**src/rtl/uart_frame_echo.sv**
```systemverilog
// Length-prefixed frame echo between UART RX/TX byte interfaces: HEADER, LEN, payload in; same out.
// Optional trailing XOR checksum byte when UART_FRAME_CSUM_EN is defined.
module uart_frame_echo #(
  parameter logic [7:0]  HEADER_BYTE    = 8'hAA,
  parameter int unsigned FIFO_DEPTH     = 16,
  parameter int unsigned MAX_LEN        = 64,
  parameter int unsigned TIMEOUT_CYCLES = 260_000,
  parameter logic [7:0]  PAD_BYTE       = 8'h00
) (
  input  logic       i_clk,
  input  logic       i_rst_n,
  input  logic       i_rx_dv,
  input  logic [7:0] i_rx_byte,
  input  logic       i_tx_active,
  input  logic       i_tx_done,
  output logic       o_tx_dv,
  output logic [7:0] o_tx_byte,
  output logic       o_busy,
  output logic       o_frame_ok,
  output logic       o_frame_err,
  output logic [7:0] o_drop_cnt
);

  localparam int unsigned AW = $clog2(FIFO_DEPTH);
  localparam int unsigned TW = $clog2(TIMEOUT_CYCLES + 1);

`ifdef UART_FRAME_CSUM_EN
  typedef enum logic [1:0] {StHunt, StLen, StData, StCsum} rx_state_e;
  typedef enum logic [2:0] {StTIdle, StTHdr, StTLen, StTData, StTWait, StTCsum} tx_state_e;
  localparam rx_state_e RxAfterData = StCsum;
  localparam tx_state_e TxAfterData = StTCsum;
`else
  typedef enum logic [1:0] {StHunt, StLen, StData} rx_state_e;
  typedef enum logic [2:0] {StTIdle, StTHdr, StTLen, StTData, StTWait} tx_state_e;
  localparam rx_state_e RxAfterData = StHunt;
  localparam tx_state_e TxAfterData = StTIdle;
`endif

  rx_state_e     rx_q, rx_d;
  tx_state_e     tx_q, tx_d, ret_q, ret_d;
  logic [TW-1:0] idle_q, idle_d;
  logic [7:0]    rx_cnt_q, rx_cnt_d, drop_q, drop_d, rem_q, rem_d;
  logic [7:0]    tx_byte_q, tx_byte_d, send_byte;
  logic          aborted_q, aborted_d, ok_q, ok_d, err_q, err_d;
  logic          abort_set, tx_start, timeout, send;

`ifdef UART_FRAME_CSUM_EN
  logic [7:0] rx_csum_q, rx_csum_d, tx_csum_q, tx_csum_d;
  logic       csum_bad_q, csum_bad_d, csum_bad_set;
`endif

  // Payload FIFO; extra pointer bit distinguishes full from empty.
  logic [7:0]  fifo_mem [FIFO_DEPTH];
  logic [AW:0] wr_ptr_q, rd_ptr_q;
  logic [7:0]  fifo_rdata;
  logic        fifo_empty, fifo_full, fifo_push, fifo_pop, push_ok;

  assign fifo_empty = (wr_ptr_q == rd_ptr_q);
  assign fifo_full  = (wr_ptr_q[AW] != rd_ptr_q[AW]) && (wr_ptr_q[AW-1:0] == rd_ptr_q[AW-1:0]);
  assign fifo_rdata = fifo_mem[rd_ptr_q[AW-1:0]];
  assign fifo_pop   = (tx_q == StTData) && !i_tx_active && !fifo_empty;
  assign push_ok    = fifo_push && (!fifo_full || fifo_pop);

  always_ff @(posedge i_clk) begin
    if (push_ok) fifo_mem[wr_ptr_q[AW-1:0]] <= i_rx_byte;
  end

  // Receive side: header hunt, length check, payload capture, idle timeout.
  always_comb begin
    rx_d      = rx_q;
    rx_cnt_d  = rx_cnt_q;
    drop_d    = drop_q;
    idle_d    = '0;
    tx_start  = 1'b0;
    fifo_push = 1'b0;
    abort_set = 1'b0;
    err_d     = 1'b0;
    timeout   = (rx_q != StHunt) && !i_rx_dv && (idle_q == TW'(TIMEOUT_CYCLES - 1));
`ifdef UART_FRAME_CSUM_EN
    rx_csum_d    = rx_csum_q;
    csum_bad_set = 1'b0;
`endif
    if (rx_q != StHunt && !i_rx_dv) idle_d = idle_q + TW'(1);
    unique case (rx_q)
      StHunt: begin
        if (i_rx_dv && i_rx_byte == HEADER_BYTE) begin
          if (tx_q == StTIdle) rx_d = StLen;
          else if (drop_q != 8'hFF) drop_d = drop_q + 8'd1;
        end
      end
      StLen: begin
        if (timeout) begin
          err_d = 1'b1;
          rx_d  = StHunt;
        end else if (i_rx_dv) begin
          if (i_rx_byte != 8'd0 && i_rx_byte <= 8'(MAX_LEN)) begin
            rx_cnt_d = i_rx_byte;
            tx_start = 1'b1;
            rx_d     = StData;
`ifdef UART_FRAME_CSUM_EN
            rx_csum_d = i_rx_byte;
`endif
          end else begin
            err_d = 1'b1;
            rx_d  = StHunt;
          end
        end
      end
      StData: begin
        fifo_push = i_rx_dv;
        if (timeout || (i_rx_dv && fifo_full && !fifo_pop)) begin
          err_d     = 1'b1;
          abort_set = 1'b1;
          rx_d      = StHunt;
        end else if (i_rx_dv) begin
          rx_cnt_d = rx_cnt_q - 8'd1;
`ifdef UART_FRAME_CSUM_EN
          rx_csum_d = rx_csum_q ^ i_rx_byte;
`endif
          if (rx_cnt_q == 8'd1) rx_d = RxAfterData;
        end
      end
`ifdef UART_FRAME_CSUM_EN
      StCsum: begin
        if (timeout || (i_rx_dv && i_rx_byte != rx_csum_q)) begin
          err_d        = 1'b1;
          csum_bad_set = 1'b1;
          rx_d         = StHunt;
        end else if (i_rx_dv) begin
          rx_d = StHunt;
        end
      end
`endif
      default: rx_d = StHunt;
    endcase
  end

  // Transmit side: one outstanding byte at a time, StTWait holds the state to resume into.
  always_comb begin
    tx_d      = tx_q;
    ret_d     = ret_q;
    rem_d     = rem_q;
    tx_byte_d = tx_byte_q;
    send      = 1'b0;
    send_byte = tx_byte_q;
    ok_d      = 1'b0;
    aborted_d = aborted_q | abort_set;
`ifdef UART_FRAME_CSUM_EN
    tx_csum_d  = tx_csum_q;
    csum_bad_d = csum_bad_q | csum_bad_set;
`endif
    unique case (tx_q)
      StTIdle: begin
        if (tx_start) begin
          tx_d  = StTHdr;
          rem_d = i_rx_byte;
        end
      end
      StTHdr: begin
        if (!i_tx_active) begin
          send      = 1'b1;
          send_byte = HEADER_BYTE;
          ret_d     = StTLen;
        end
      end
      StTLen: begin
        if (!i_tx_active) begin
          send      = 1'b1;
          send_byte = rem_q;
          ret_d     = StTData;
`ifdef UART_FRAME_CSUM_EN
          tx_csum_d = rem_q;
`endif
        end
      end
      StTData: begin
        // Pad only once RX has given up on the frame; otherwise wait for payload.
        if (!i_tx_active && (!fifo_empty || aborted_q)) begin
          send      = 1'b1;
          send_byte = fifo_empty ? PAD_BYTE : fifo_rdata;
          rem_d     = rem_q - 8'd1;
          ret_d     = (rem_q == 8'd1) ? TxAfterData : StTData;
`ifdef UART_FRAME_CSUM_EN
          tx_csum_d = tx_csum_q ^ send_byte;
`endif
        end
      end
`ifdef UART_FRAME_CSUM_EN
      StTCsum: begin
        // Hold until RX has judged the checksum so frame_ok reflects it.
        if (!i_tx_active && rx_q != StCsum) begin
          send      = 1'b1;
          send_byte = tx_csum_q;
          ret_d     = StTIdle;
        end
      end
`endif
      StTWait: begin
        if (i_tx_done) begin
          tx_d = ret_q;
          if (ret_q == StTIdle) begin
`ifdef UART_FRAME_CSUM_EN
            ok_d       = !aborted_q && !csum_bad_q;
            csum_bad_d = 1'b0;
`else
            ok_d       = !aborted_q;
`endif
            aborted_d  = 1'b0;
          end
        end
      end
      default: tx_d = StTIdle;
    endcase
    if (send) begin
      tx_d      = StTWait;
      tx_byte_d = send_byte;
    end
  end

  always_ff @(posedge i_clk or negedge i_rst_n) begin
    if (!i_rst_n) begin
      rx_q      <= StHunt;
      tx_q      <= StTIdle;
      ret_q     <= StTIdle;
      idle_q    <= '0;
      rx_cnt_q  <= 8'd0;
      drop_q    <= 8'd0;
      rem_q     <= 8'd0;
      tx_byte_q <= 8'd0;
      aborted_q <= 1'b0;
      ok_q      <= 1'b0;
      err_q     <= 1'b0;
      wr_ptr_q  <= '0;
      rd_ptr_q  <= '0;
`ifdef UART_FRAME_CSUM_EN
      rx_csum_q  <= 8'd0;
      tx_csum_q  <= 8'd0;
      csum_bad_q <= 1'b0;
`endif
    end else begin
      rx_q      <= rx_d;
      tx_q      <= tx_d;
      ret_q     <= ret_d;
      idle_q    <= idle_d;
      rx_cnt_q  <= rx_cnt_d;
      drop_q    <= drop_d;
      rem_q     <= rem_d;
      tx_byte_q <= tx_byte_d;
      aborted_q <= aborted_d;
      ok_q      <= ok_d;
      err_q     <= err_d;
      if (push_ok)  wr_ptr_q <= wr_ptr_q + 1'b1;
      if (fifo_pop) rd_ptr_q <= rd_ptr_q + 1'b1;
`ifdef UART_FRAME_CSUM_EN
      rx_csum_q  <= rx_csum_d;
      tx_csum_q  <= tx_csum_d;
      csum_bad_q <= csum_bad_d;
`endif
    end
  end

  assign o_tx_dv     = send;
  assign o_tx_byte   = send ? send_byte : tx_byte_q;
  assign o_busy      = (rx_q != StHunt) || (tx_q != StTIdle);
  assign o_frame_ok  = ok_q;
  assign o_frame_err = err_q;
  assign o_drop_cnt  = drop_q;

endmodule
```
**config.mk**
```make
export PLATFORM = sky130hd
export DESIGN_NAME = uart_frame_echo
export DESIGN_NICKNAME = d
export VERILOG_FILES = /design/src/rtl/uart_frame_echo.sv
export SDC_FILE = /design/constraint.sdc
export NUM_CORES = 1
export LEC_CHECK = 0
export ABC_AREA = 1
export BUFFER_PORTS_ARGS = -buffer_cell sky130_fd_sc_hd__buf_2
export CORE_MARGIN = 2
export CORE_UTILIZATION = 46
export DETAILED_ROUTE_END_ITERATION = 7
export PLACE_DENSITY = 0.69
export SETUP_SLACK_MARGIN = 0.5
export SLEW_MARGIN = 10
export SYNTH_ARGS = -nofsm -noshare
export SYNTH_HDL_FRONTEND = slang
export SYNTH_SLANG_ARGS = --single-unit
```
**constraint.sdc**
```tcl
create_clock -name i_clk -period 2.1 [get_ports i_clk]
set_input_delay 0.42 -clock i_clk [delete_from_list [all_inputs] [get_ports i_clk]]
set_output_delay 0.42 -clock i_clk [all_outputs]
set_load 0.01 [all_outputs]
```
; Yosys cells after proc, flatten, opt, wreduce, memory -nomap -nowiden
; Memory sizes are Yosys's and may differ from the RTL's.
; Index checks and enable logic that the tools add are counted.
; W data, S select, Z words.
[word_totals]
reg_bits = 71
memories = 1
mem_bits_rw = 128
out_inout_bits = 20
[mem_list]
columns = memory, depth, word_bits, read_ports, rd_clocked_by_memory_dff, wr, line_no
row1 = fifo_mem, 16, 8, 1, 0, 1, 53  ; logic [7:0] fifo_mem [FIFO_DEPTH];
[op_classes]
order_cmp = 1
n_mux = 56
n_reduce_logical = 38
bitwise_logic = 2
add_sub_neg = 6
eq_ne = 31
[op_table]
columns = cell, n
row1 = $mux W8, 12
row2 = $pmux W8 S2, 2
row3 = $pmux W8 S3, 1
row4 = $mux W1, 20
row5 = $ne A2 B2 Y1 const B, 10
row6 = $add A18 B1 Y18 const B, 1
row7 = $eq A18 B18 Y1 const B, 1
row8 = $mux W18, 1
row9 = $mux W2, 9
row10 = $mux W3, 6
row11 = $pmux W3 S3, 2
row12 = $eq A8 B1 Y1 const B, 2
row13 = $sub A8 B1 Y8 const B, 2
row14 = $ne A3 B3 Y1 const B, 5
row15 = $logic_and A1 B1 Y1, 11
row16 = $add A5 B1 Y5 const B, 2
row17 = $add A8 B1 Y8 const B, 1
row18 = $eq A8 B8 Y1 const B, 1
row19 = $le A8 B7 Y1 const B, 1
row20 = $ne A8 B8 Y1 const B, 1
row21 = $reduce_and A4 Y1, 2
row22 = $reduce_bool A8 Y1, 1
row23 = $eq A3 B2 Y1 const B, 2
row24 = $logic_not A1 Y1, 6
row25 = 22 further kinds, 32

; Longest topological paths before layout
[logic_depth]
word_depth = 12
ltp_mapped = 15
mapped_depth_nobuf = 13

; Worst setup path after synthesis
; No wires, ideal clock.
[synth_path]
path_type = register to register
from = register rd_ptr_q[0]
to = memory fifo_mem[4][0], enable pin
stages_incl_launch_ff = 11
setup_ns = 0.383
period_less_slack_ns = 2.187
setup_slack_ns = -0.087
path_buffers = 3
t_arrival_ns = 1.804
path_cell_list = dfrtp_1 > buf_2 > inv_2 > nand2_1 > nand2_1 > nor2_2 > nand3_1 > nand3_2 > buf_6 > buf_6 > nor3_1
[synth_between]
elab_chain_cells = 7
[synth_lines]
columns = element, line_no
row1 = from (decl), 54  ; logic [AW:0] wr_ptr_q, rd_ptr_q;
row2 = from (signal assigned), 253  ; if (fifo_pop) rd_ptr_q <= rd_ptr_q + 1'b1;
row3 = $eq A5 B5 Y1 or $eq A4 B4 Y1 (tied branches), "58, 59"
row4 = $logic_not A1 Y1 or $logic_and A1 B1 Y1 (tied branches), "61, 59"
row5 = $logic_and A1 B1 Y1 or $logic_not A1 Y1 (tied branches), "61, 62"
row6 = $logic_or A1 B1 Y1 *, 62  ; assign push_ok = fifo_push && (!fifo_full || fifo_pop);
row7 = $logic_and A1 B1 Y1 *, 62
row8 = $mux W1 *, 65  ; if (push_ok) fifo_mem[wr_ptr_q[AW-1:0]] <= i_rx_byte;
row9 = $mux W1 (implied by the code) *, 65
row10 = to (decl), 53
; Every way passes the cells marked *; elsewhere a longest branch is shown, timed or not.

; Final worst setup path
[layout_path]
from = register rd_ptr_q[0]
to = output o_tx_byte[0]
[layout_between]
elab_chain_cells = 7
[layout_lines]
columns = element, line_no
row1 = "parallel branches: the longest is 6 deep, another holds $mem_v2 Z16 W8", -
row2 = $mux W8 *, -
row3 = to (decl), 17  ; output logic [7:0] o_tx_byte,
; Mark *: on every way between the ends.

==> impl_metrics.ini <==
[worst_setup_path]
startpoint = rd_ptr_q[0]
crit_path_end_kind = primary output
crit_fanout = 5
worstPathArrival_ns = 2.14
r2r-start = tx_q[1]
crit_path_start_kind = register
reg2reg_depth = 10
critical_path_required_ns = 1.68
criticalPathCategory = register to primary output

[sta]
timing.clock.skew_ns = 0.01893
final_period_utilization_pct = 121.8
setup_viol = 9
rsz0062_at_grt = true
timing.final.max_slew_violations = 0
hold_viol_final = 0
worstMarginPinSlew_ns = 0.4328
finalCriticalPeriod_ns = 2.558
clock.fmax_mhz = 391.0
final.setup.worst_slack_ns = -0.4576
finalSetupTns_ns = -3.880
relSlewSlack_pct = 70.93

[die]
top_level_ports = 33
rows = 53
core_area_um2 = 21020
die_width_um = 150.4
fp.dieArea_um2 = 22610
initial_utilization_pct = 46.88
die_y_um = 150.4

[power_and_ir_drop]
power.static_leakage_nw = 5.769
powerDensity_nw_per_um2 = 1205
max-vdd-ir-drop_mv = 0.6468

[yosys]
number_of_synthesized_flops_with_an_enable_pin = 128
synth_area_um2 = 9856
yosys-mux-area-fraction_pct = 0
post_synth_most_frequent_cells = nand2_1, inv_1, edfxtp_1
synthesis.area_per_instance_um2 = 8.653
synth_largest_type_area_fraction_pct = 39.00
ys_seq_elements = 198
ys.warnings.count = 0
synth_seq_area_share_pct = 56.77
area_share_of_and_or_nand_nor_cells_after_synthesis_pct = 27.97
ys_async_sr_fraction_pct = 35.35
dominant_combinational_cell_family_by_area_after_synthesis = simple AND/OR/NAND/NOR gates
yosys.area_share.adder_pct = 1.777
synth.largest_area_cell = edfxtp_1
synth_top_cells_by_area = edfxtp_1, dfrtp_1, nand2_1
ys_dominant_reg_cell = edfxtp_1
synth_cell_types = 38
post_synth_xor_area_fraction_pct = 1.422
synthCells = 1139
synth_compound_area_share_pct = 4.608
synth.most_common_cell = nand2_1
synthesis.nets = 1166

[clock_network]
clkLatencyLatePin_ns = 0.44
root_buffer = clkbuf_16
clock_tree.buffer_depth = 2
cts_htree_levels = 4
number_of_buffers_created_by_cts = 17
tritoncts_clock_tree = built
path_clk_slew_ns = 0.07
cts.sinks = 198

[finish]
finalNetCount = 1287
inserted_diodes = 0
fin_util_pct = 60.13
layout-drive-gt1-share_pct = 22.78
layout_overhead_on_the_synthesized_area_pct = 28.26

[grt]
gr-total-overflow = 0
groute.usage.overall_pct = 22.90
grt_first_pass_wirelength_mm = 39.68
grt_max_degree = 40
grt_pass1_vias = 7873
antenna_found_initial = 1

[run]
max_cap_viol_count = 0

[route]
ant_nets = 0
wirelength_mm = 25.45
drtIter0Drc = 847
drt_drc_violations_left = 0
number_of_optimization_iterations_in_the_first_detailed_route_pass = 8
post_drt_wl_per_cell_um = 16.44
routed-via-count = 8155
detail_route.vias_per_cell = 5.268

[placement]
place.port_buffers = 32
gp_routability_congestion = 0.8676
pre_cts_slack_ns = 0.02258
dp.final_hpwl_mm = 16.70

[worst_hold_path]
hold_path.class = primary input to register
hp-start = i_tx_done
whs_path_depth = 3

[status]
status = finished with violations
violations = negative setup slack
## repair_timing
action / in CTS / in global routing
pin swaps: 24 / 33
resized for setup: 80 / 68
hold buffers: 1 / 0
endpoints found under the setup margin: 170 / 189
gates cloned: 3 / 5
endpoints found under the hold margin: 9 / 0
buffers inserted: 8 / 21
## critical path, cell delays in order (launching register included)
cell	delay, ns
dfrtp_2	0.49
inv_6	0.14
nand2_1	0.06
nand2_1	0.10
nor2_4	0.05
nand4_1	0.10
nand2_2	0.10
buf_4	0.15
a21boi_4	0.20
nand2_1	0.09
nand2_2	0.07
buf_2	0.13
## where the power goes
part	internal, mW	switching (mW)	total (mW)
combinational	2.59	4.14	6.73
clock	1.94	1.57	3.51
sequential	4.57	0.431	5.00
total	9.09	6.14	15.2
## cells by family (layout without fill, tap and decap cells)
kind of cell	after synthesis	after routing
AO/OA/AOI/OAI	82	83
XOR/XNOR	16	16
adder cells (fa/ha/maj)	14	14
buffers and inverters	182	315
flip-flops	198	198
AND/OR/NAND/NOR	647	647
## placed cells by master, fill, tap and decap left out, types with 3 or more instances in the layout
master       n
nand2_1    347
inv_1      132
edfxtp_1   128
nand3_1     92
nor2_1      71
dfrtp_1     65
buf_4       52
o21ai_0     42
nand2_2     35
nand4_1     29
buf_6       26
buf_2       26
buf_12      24
a21oi_1     20
clkbuf_16   19
nor3_4      16
inv_2       14
xor2_1      13
nor2_4      12
ha_1        11
nor3_1      10
nand2_4     10
nand3_2      9
inv_8        7
nor2_2       6
nand3_4      5
dfrtp_2      5
o22ai_1      4
o21ai_1      4
xnor2_1      3
inv_6        3
bufinv_16    3
## registers in the layout, summed over array words and instances, names as in the netlist
signal and flops:
idle_q 18, o_frame_ok 1, rx_cnt_q 8, rx_q 2, o_frame_err 1, tx_byte_q 8
rem_q 8, aborted_q 1, o_drop_cnt 8, tx_q 3, fifo_mem 128, wr_ptr_q 5
rd_ptr_q 5, ret_q 2
## metal layers
| layer | vias up | part of all wire [%] | GRT usage, % |
|---|---|---|---|
| met1 | 3885 | 42 | 28.95 |
| met5 | - | 0 | 0 |
| met2 | 253 | 50 | 39.73 |
| li1 | 3970 | - | - |
| met3 | 47 | 4.6 | 3.909 |
| met4 | 0 | 3.1 | 8.019 |
## layout make-up
cell class,count,area (um2)
fillers,1726,8381
repair inverters,1,7.507
multi-input cells,760,4080
well taps,275,344.1
clock buffers,17,425.4
repair buffers,133,1409
flip-flops and latches,198,5602
clock inverters,15,206.4
inverters,149,566.8
## final timing paths
kind / slack, ns / endpoint
worst max-delay path: -0.46 / o_tx_byte[0]
worst min-delay path: 0.24 / tx_q[1]
worst max register to register: 0.06 / fifo_mem[6][3]
worst min register to register: 0.43 / o_frame_ok
max in group asynchronous: 1.11 / o_drop_cnt[6]
min in group asynchronous: 0.40 / tx_byte_q[7]
## metrics by stage
step	hold slack (ns)	total power, mW	std cells	instance area, um2
after CTS	0.2274	14.67	1522	12160
after detailed placement	0.3321	10.43	1478	11070
final	0.2436	15.23	1548	12640
after global placement	0.3359	10.33	1478	11070
after global routing	0.2520	16.17	1548	12640
after floorplan	0.1244	8.632	1139	10030
No activity file was read; power rests on OpenSTA's default activity.
